<file path="src/rtl/ascon_pkg.sv">
// Shared constants for the ASCON operand loader: FSM state encoding and width helper.
// Pure declarations; no timing or flow-control behaviour of its own.
package ascon_pkg;

  localparam logic [1:0] S_IDLE  = 2'd0;
  localparam logic [1:0] S_SHIFT = 2'd1;
  localparam logic [1:0] S_START = 2'd2;
  localparam logic [1:0] S_WAIT  = 2'd3;

  function automatic int ascon_max(input int a, input int b, input int c, input int d);
    int m;
    m = a;
    if (b > m) m = b;
    if (c > m) m = c;
    if (d > m) m = d;
    return m;
  endfunction

endpackage

</file>
<file path="src/rtl/ascon_loader.sv">
// Captures a parallel ASCON job and streams its operands MSB-first to a bit-serial core.
// Start strobe rises MAX+1 cycles after acceptance; load_ready stays low until done.
module ascon_loader
  import ascon_pkg::*;
#(
  parameter int K    = 128,
  parameter int L    = 40,
  parameter int Y    = 80,
  parameter int HOLD = 4
) (
  input  logic         clk,
  input  logic         rst,
  input  logic         load_valid,
  output logic         load_ready,
  input  logic         decrypt_i,
  input  logic [K-1:0] key_i,
  input  logic [127:0] nonce_i,
  input  logic [L-1:0] ad_i,
  input  logic [Y-1:0] data_i,
  output logic         keyxSI,
  output logic         noncexSI,
  output logic         associated_dataxSI,
  output logic         cipher_textxSI,
  output logic         decryption_startxSI,
  output logic         decrypt,
  input  logic         decryption_readyxSO,
  output logic         done
);

  localparam int MAX = ascon_max(K, 128, L, Y);
  localparam int CW  = $clog2(MAX + 1);
  localparam logic [CW-1:0] LAST_BIT  = CW'(MAX - 1);
  localparam logic [CW-1:0] LAST_HOLD = CW'(HOLD - 1);

  logic [1:0]    state_q, state_d;
  logic [CW-1:0] cnt_q, cnt_d;
  logic [K-1:0]  key_q, key_d, key_sh;
  logic [127:0]  nonce_q, nonce_d, nonce_sh;
  logic [L-1:0]  ad_q, ad_d, ad_sh;
  logic [Y-1:0]  data_q, data_d, data_sh;
  logic          mode_q, mode_d;
  logic [3:0]    ser_q, ser_d;

  always_comb begin
    state_d = state_q;
    cnt_d   = cnt_q;
    key_d   = key_q;
    nonce_d = nonce_q;
    ad_d    = ad_q;
    data_d  = data_q;
    mode_d  = mode_q;
    case (state_q)
      S_IDLE: begin
        if (load_valid && load_ready) begin
          key_d   = key_i;
          nonce_d = nonce_i;
          ad_d    = ad_i;
          data_d  = data_i;
          mode_d  = decrypt_i;
          cnt_d   = '0;
          state_d = S_SHIFT;
        end
      end
      S_SHIFT: begin
        if (cnt_q == LAST_BIT) begin
          cnt_d   = '0;
          state_d = S_START;
        end else begin
          cnt_d = cnt_q + CW'(1);
        end
      end
      // The shift counter is reused to time the start strobe.
      S_START: begin
        if (cnt_q == LAST_HOLD) begin
          cnt_d   = '0;
          state_d = S_WAIT;
        end else begin
          cnt_d = cnt_q + CW'(1);
        end
      end
      default: begin
        if (decryption_readyxSO) state_d = S_IDLE;
      end
    endcase
  end

  // Serial bits are selected from next-state values so the output flops line up
  // with SHIFT cycle i; shifting past a stream's width naturally yields 0.
  always_comb begin
    key_sh   = key_d << cnt_d;
    nonce_sh = nonce_d << cnt_d;
    ad_sh    = ad_d << cnt_d;
    data_sh  = data_d << cnt_d;
    ser_d    = (state_d == S_SHIFT) ?
               {key_sh[K-1], nonce_sh[127], ad_sh[L-1], data_sh[Y-1]} : 4'b0000;
  end

  always_ff @(posedge clk or negedge rst) begin
    if (!rst) begin
      state_q <= S_IDLE;
      cnt_q   <= '0;
      key_q   <= '0;
      nonce_q <= '0;
      ad_q    <= '0;
      data_q  <= '0;
      mode_q  <= 1'b0;
      ser_q   <= 4'b0000;
    end else begin
      state_q <= state_d;
      cnt_q   <= cnt_d;
      key_q   <= key_d;
      nonce_q <= nonce_d;
      ad_q    <= ad_d;
      data_q  <= data_d;
      mode_q  <= mode_d;
      ser_q   <= ser_d;
    end
  end

  assign load_ready          = (state_q == S_IDLE);
  assign decryption_startxSI = (state_q == S_START);
  assign decrypt             = mode_q;
  assign done                = (state_q == S_WAIT) && decryption_readyxSO;
  assign {keyxSI, noncexSI, associated_dataxSI, cipher_textxSI} = ser_q;

endmodule
</file>
<file path="config.mk">
export PLATFORM = sky130hd
export DESIGN_NAME = ascon_loader
export DESIGN_NICKNAME = d
export VERILOG_FILES = /design/src/rtl/ascon_pkg.sv /design/src/rtl/ascon_loader.sv
export SDC_FILE = /design/constraint.sdc
export NUM_CORES = 1
export LEC_CHECK = 0
export CAP_MARGIN = 25
export CORE_MARGIN = 4
export CORE_UTILIZATION = 45
export DETAILED_ROUTE_END_ITERATION = 10
export GPL_TIMING_DRIVEN = 0
export PLACE_DENSITY = 0.78
export SLEW_MARGIN = 20
export SYNTH_ARGS = -nofsm -noshare
export SYNTH_HDL_FRONTEND = slang
export SYNTH_SLANG_ARGS = --single-unit
export TNS_END_PERCENT = 50
</file>
<file path="constraint.sdc">
create_clock -name clk -period 3.54 [get_ports clk]
set_input_delay 0.531 -clock clk [delete_from_list [all_inputs] [get_ports clk]]
set_output_delay 0.531 -clock clk [all_outputs]
set_load 0.005 [all_outputs]
</file>
After elaboration in Yosys (flattened, before gate mapping)
Cells that the tools add are included.
Storage, ports and cells
  bits in registers: 391
  output and inout bits: 8
  bits of input ports: 381
  logic and storage cells: 41
Cells by class
  equality and inequality tests: 6
  multiplexer cells: 18
  reduce and logical (&&, ||, !) cells: 4
  shift operators: 4
  add/subtract/negate cells: 1
Operator list (count)
  $mux W128: 4
  $shl A128 B8 Y128: 2
  $mux W80: 2
  $mux W40: 2
  $shl A80 B8 Y80: 1
  $shl A40 B8 Y40: 1
  $mux W8: 3
  $pmux W8 S3: 1
  $add A8 B1 Y8 const B: 1
  $eq A8 B2 Y1 const B: 1
  $eq A8 B7 Y1 const B: 1
  $mux W2: 4
  $pmux W2 S3: 1
  $eq A2 B1 Y1 const B: 2
  $eq A2 B2 Y1 const B: 2
  $mux W4: 1
  $logic_and A1 B1 Y1: 2
  $logic_not A2 Y1: 1
  $reduce_and A2 Y1: 1

Longest topological paths before layout
  word-level depth: 6
  mapped depth: 15
  gate-level depth less buffers: 11

Least setup slack after synthesis
No wires, ideal clock.
  path kind: register to register
  start: reg cnt_q[0]
  end: reg ser_q[2]
  data arrival time: 2.983 ns
  data required time: 3.418 ns
  cell stages (with the launch flop): 13
  setup slack: 0.435 ns
  period minus slack after synthesis: 3.105 ns
  path buffers: 2
  setup time: 0.122 ns
  cell sequence: dfrtp_1 -> ha_1 -> or3b_2 -> o21a_1 -> o31ai_4 -> inv_2 -> buf_2 -> buf_2 -> nor4_1 -> a221oi_1 -> o21ai_1 -> a31oi_1 -> a32o_1
On the way
  longest elaborated chain between the ends: 5
  elaborated cells between the ends (all ways): 13
  those cells by class: add/sub: 1; eq/ne: 3; shift: 1; mux: 8
RTL lines
  from (decl): line ascon_loader.sv:36  | logic [CW-1:0] cnt_q, cnt_d;
  from (signal assigned): line ascon_loader.sv:110  | cnt_q <= cnt_d;
  $add A8 B1 Y8 (tied with other cells): line ascon_loader.sv:69, ascon_loader.sv:78
  $mux W8 (tied with other cells): line ascon_loader.sv:74  | if (cnt_q == LAST_HOLD) begin
  $pmux W8 S3 or $pmux W2 S3 (tied branches): line ascon_loader.sv:52  | case (state_q)
  $shl A128 B8 Y128 or $eq A2 B1 Y1 (tied branches): line ascon_loader.sv:91, ascon_loader.sv:94
  $mux W4 *: line ascon_loader.sv:94  | ser_d = (state_d == S_SHIFT) ?
  net ser_d[2]: line ascon_loader.sv:42  | logic [3:0] ser_q, ser_d;
  to (signal assigned): line ascon_loader.sv:116  | ser_q <= ser_d;
  to (decl): line ascon_loader.sv:42
Mark *: on every way through the listed nets, which the timed path passes. The rest lies on a longest branch.
A chain may end at the register's enable or synchronous reset.

Worst setup path after layout
  start: reg cnt_q[5]
  end: reg ser_q[0]
On the way
  longest elaborated chain between the ends: 5
  elaborated cells between the ends (all ways): 13
  those cells by class: add/sub: 1; eq/ne: 3; shift: 1; mux: 8
RTL lines (line)
  $add A8 B1 Y8 (tied with other cells): ascon_loader.sv:69, ascon_loader.sv:78
  $mux W8 (tied with other cells): ascon_loader.sv:74
  $pmux W8 S3 or $pmux W2 S3 (tied branches): ascon_loader.sv:52
  $shl A80 B8 Y80 or $eq A2 B1 Y1 (tied branches): ascon_loader.sv:93, ascon_loader.sv:94
  $mux W4 *: ascon_loader.sv:94
  net ser_d[0]: ascon_loader.sv:42
Marks and branches as above.

==> results by group <==
STA
  – Max Transition Viols Final: 0
  – Unrepaired setup endpoints after global routing: yes
  – Hold Fails Final Rpt: 0
  – Final worst path period need: 3511 ps
  – TNS Setup: 0 ps
  – Post-route clock skew: 14.31 ps
  – Final count of negative-setup-slack endpoints: 0
  – Period Utilization, post-route: 99.19%
  – Slew @ Worst Pin: 831.7 ps
  – Relative slew slack: 44.55%
  – Highest Clock Rate: 0.2848 GHz

Floorplan
  – Die Height: 211.8 µm
  – Starting density of the core: 45.69%
  – Core box area: 40920 µm²
  – Horizontal die dimension: 211.8 µm
  – Standard-cell rows: 74
  – Die Outline Area: 44870 µm²
  – Top Ports: 389

Detailed routing
  – # DRC: 0
  – Total wirelength of the detailed-routed design: 68240 µm
  – DRT iter0 DRCs: 1477
  – Detailed-route via count: 15400
  – Pre-antenna DRT Iters: 5
  – Post-DR wirelength/cell: 24.74 µm
  – Remaining antenna violation count: 0
  – Average via count per standard cell: 5.584

Synthesis
  – Count of cell types in the netlist: 69
  – Instance count of the mapped netlist: 1742
  – Proportion of netlist area held by the largest area contributor: 52.33%
  – Cell area after technology mapping: 18700 µm²
  – Syn avg cell area: 10.73 µm²
  – Top post-synthesis cells by count: 507 x sky130_fd_sc_hd__nand2_1, 391 x sky130_fd_sc_hd__dfrtp_1, 237 x sky130_fd_sc_hd__mux2_2, 169 x sky130_fd_sc_hd__mux2i_1
  – Yosys Warn Count: 0
  – Most frequent cell after synthesis: sky130_fd_sc_hd__nand2_1
  – Async set or reset register ratio after synthesis: 100.0%
  – Library cell with the largest summed area after synthesis: sky130_fd_sc_hd__dfrtp_1
  – Cells taking the most area after synthesis: sky130_fd_sc_hd__dfrtp_1 52%, sky130_fd_sc_hd__mux2_2 14%, sky130_fd_sc_hd__nand2_1 10%, sky130_fd_sc_hd__mux2i_1 9.0%, sky130_fd_sc_hd__o211ai_1 1.8%
  – Post-synth net total: 2124
  – Number of enable-type register cells in the synthesized netlist: 0
  – Share of the yosys chip area belonging to registers: 52.33%
  – Number of flip-flops and latches in the synthesized netlist: 391
  – Most frequently used flop master after synthesis: sky130_fd_sc_hd__dfrtp_1

Power and ir drop
  – Switching Share: 20.86%
  – Reg power frac: 46.5%
  – Part of the total power dissipated in combinational logic: 6.0%
  – Leakage power: 12.45 nW
  – Power per cell area: 379.0 nW/µm²
  – Clk pwr share: 47.6%
  – Worst ir drop on vdd: 0.3221 mV
  – Switching power total: 0.002008 W
  – Internal Dissipation: 0.007618 W

Clocking
  – Maximum level of the CTS H-tree: 2
  – Clock insertion delay at the later pin of the skew report: 550 ps
  – Clock Sink Count: 391
  – TritonCTS buffer count: 41
  – Clock tree from TritonCTS: yes
  – Maximum root-to-sink buffer count: 3
  – Root Buffer: sky130_fd_sc_hd__clkbuf_16
  – Clock-pin slew on the worst setup and hold paths: 60 ps

Global routing
  – Global-route usage over all layers: 29.42%
  – Antenna violations before repair: 10
  – Global route overflow: 0
  – Largest net degree at the start of global routing: 105
  – Vias in the first global route: 16030
  – Wire length of the first global-routing pass: 99470 µm

Layout
  – Number of nets in the finished design: 2566
  – Fill cells: 3306
  – Sequential cell area in the final layout: 9787 µm²
  – Final cell utilization of the core: 62.05%
  – Fraction of layout cells with a size suffix above 1: 21.81%
  – Footprint of the multi-input gates: 8665 µm²
  – Signed area change from the synthesized netlist to the final layout: 35.82%

Worst setup path
  – Cell family contributing the most delay on the critical path: compound AO/OA/AOI/OAI gates
  – Maximum fanout encountered on the critical timing path: 10
  – Critical path, cell by cell: buf_2 -> or4_4 -> o2111a_1 -> a211oi_4 -> buf_6 -> buf_8 -> buf_6 -> mux2i_1 -> mux2_2 -> mux2i_1 -> o32ai_2 -> a211oi_1 -> o22a_1
  – Critical path capture point type: register
  – RR Endpoint: ser_q[0]
  – Max incr delay on CP: 530 ps
  – R2R cell count: 13
  – Arrival time at the worst endpoint: 3990 ps
  – Startpoint types: register
  – CP max-delay cell: sky130_fd_sc_hd__or4_4
  – Required time worst endpoint: 4020 ps
  – Buffers plus inverters on the worst setup path: 4
  – FF-to-FF setup slack: 30 ps
  – Source of the worst register-to-register timing path: cnt_q[5]
  – Worst setup path class: register to register

Hold path
  – Min-Delay Path Class: primary input to asynchronous set/reset pin

Placement
  – Number of port buffers: 388
  – Post-DP HPWL: 51880 µm
  – Global placer's final weighted congestion: 0.9428

Flow run
  – Number of violations of the max-capacitance limit: 0

Run status
  – Result of the run: finished clean
-- repair_timing --
action | in CTS | in global routing
hold buffers | 1 | 0
pin swaps | 6 | 7
endpoints found under the hold margin | 41 | 0
gates resized for setup | 111 | 69
endpoints found under the setup margin | 4 | 4
buffers inserted | 7 | 3
-- worst max path at each step --
stage | startpoint | end | slack, ps | cells past startpoint
4_1_cts | cnt_q[0] | ser_q[2] | -30 | 12
6_report | cnt_q[5] | ser_q[0] | 30 | 13
2_1_floorplan | cnt_q[0] | ser_q[2] | 440 | 12
5_1_grt | cnt_q[5] | ser_q[2] | -20 | 13
3_3_place_gp | rst | decrypt | -14530 | 1
3_5_place_dp | load_valid | ser_q[2] | -1240 | 12
-- metal layers --
metal	up-vias	GRT usage (%)	part of all wire, %
li1	6895	-	-
met1	7712	40.34	42
met2	699	48.30	48
met3	95	5.350	8.0
met4	0	8.530	2.6
met5	-	0	0
-- sequential cells by signal (all words and copies together), names as in the netlist --
register and flops:
key_q 128, decrypt 1, data_q 80, cnt_q 8, ad_q 40, state_q 2, nonce_q 128, ser_q 4
-- metrics by stage --
step / power, W / setup WS, ps / hold slack, ps / area, µm² / cells
2_1_floorplan: 0.004565 / 435.1 / 235.4 / 18700 / 1742
3_3_place_gp: 0.005117 / -14530 / 450.7 / 23250 / 2662
3_5_place_dp: 0.005127 / -1237 / 451.4 / 23360 / 2666
4_1_cts: 0.009660 / -29.39 / 472.9 / 25150 / 2745
5_1_grt: 0.009887 / -17.36 / 485.8 / 25390 / 2757
6_report: 0.009626 / 28.76 / 472.8 / 25390 / 2758
-- logic make-up (layout without fill, tap and decap cells) --
kind of cell	after synthesis	in the layout	synth area share [%]
and+or+nand+nor	647	647	14.40
muxes	406	406	23.32
buffers and inverters	123	596	2.958
other	0	11	0
adders and majority gates	2	2	0.1204
DFF	391	391	52.33
xor gates and xnor gates	1	1	0.04685
AOI/OAI and AO/OA	172	172	6.819
-- area by class of cell --
type	instances	area share, %
Buffer	110	2.769
Sequential cell	391	38.54
Inverter	9	0.1478
Tap cell	532	2.621
Antenna cell	11	0.1084
Clock inverter	12	0.7637
Clock buffer	62	4.833
Multi-Input combinational cell	1228	34.12
Timing Repair Buffer	403	16.10
-- cell usage in the layout (no fill, tap or decap), types with 6 or more instances in the layout --
cell type and n:
sky130_fd_sc_hd__or2_2 12, sky130_fd_sc_hd__or3_1 6, sky130_fd_sc_hd__mux2i_2 12, sky130_fd_sc_hd__clkdlybuf4s50_1 387
sky130_fd_sc_hd__clkbuf_4 22, sky130_fd_sc_hd__nand3_1 20, sky130_fd_sc_hd__diode_2 11, sky130_fd_sc_hd__a21oi_1 18
sky130_fd_sc_hd__clkbuf_8 9, sky130_fd_sc_hd__buf_6 7, sky130_fd_sc_hd__mux2i_1 152, sky130_fd_sc_hd__a31oi_1 7
sky130_fd_sc_hd__o21ai_0 20, sky130_fd_sc_hd__o211a_1 7, sky130_fd_sc_hd__a311oi_1 10, sky130_fd_sc_hd__nand2b_1 37
sky130_fd_sc_hd__o211ai_1 44, sky130_fd_sc_hd__nand2_1 505, sky130_fd_sc_hd__clkbuf_2 16, sky130_fd_sc_hd__clkbuf_1 28
sky130_fd_sc_hd__nor2_1 25, sky130_fd_sc_hd__dfrtp_1 389, sky130_fd_sc_hd__buf_4 30, sky130_fd_sc_hd__clkbuf_16 43
sky130_fd_sc_hd__mux2_2 237, sky130_fd_sc_hd__buf_2 25
-- power groups by stage --
stage / Clock, W / Sequential, W / Combinational [W]
4_1_cts: 0.00461 / 0.00447 / 0.000580
3_3_place_gp: 0 / 0.00456 / 0.000556
6_report: 0.00458 / 0.00447 / 0.000577
5_1_grt: 0.00481 / 0.00447 / 0.000611
3_5_place_dp: 0 / 0.00455 / 0.000573
2_1_floorplan: 0 / 0.00455 / 0.0000102
-- worst reg2reg max path, cell delays in order, from the launching register on --
cell                       delay, ps
sky130_fd_sc_hd__dfrtp_1         350
sky130_fd_sc_hd__buf_2           170
sky130_fd_sc_hd__or4_4           530
sky130_fd_sc_hd__o2111a_1        280
sky130_fd_sc_hd__a211oi_4        210
sky130_fd_sc_hd__buf_6           160
sky130_fd_sc_hd__buf_8           160
sky130_fd_sc_hd__buf_6           200
sky130_fd_sc_hd__mux2i_1         100
sky130_fd_sc_hd__mux2_2          310
sky130_fd_sc_hd__mux2i_1         350
sky130_fd_sc_hd__o32ai_2         170
sky130_fd_sc_hd__a211oi_1        250
sky130_fd_sc_hd__o22a_1          200
Note: power is estimated with default switching activity, not from simulation.
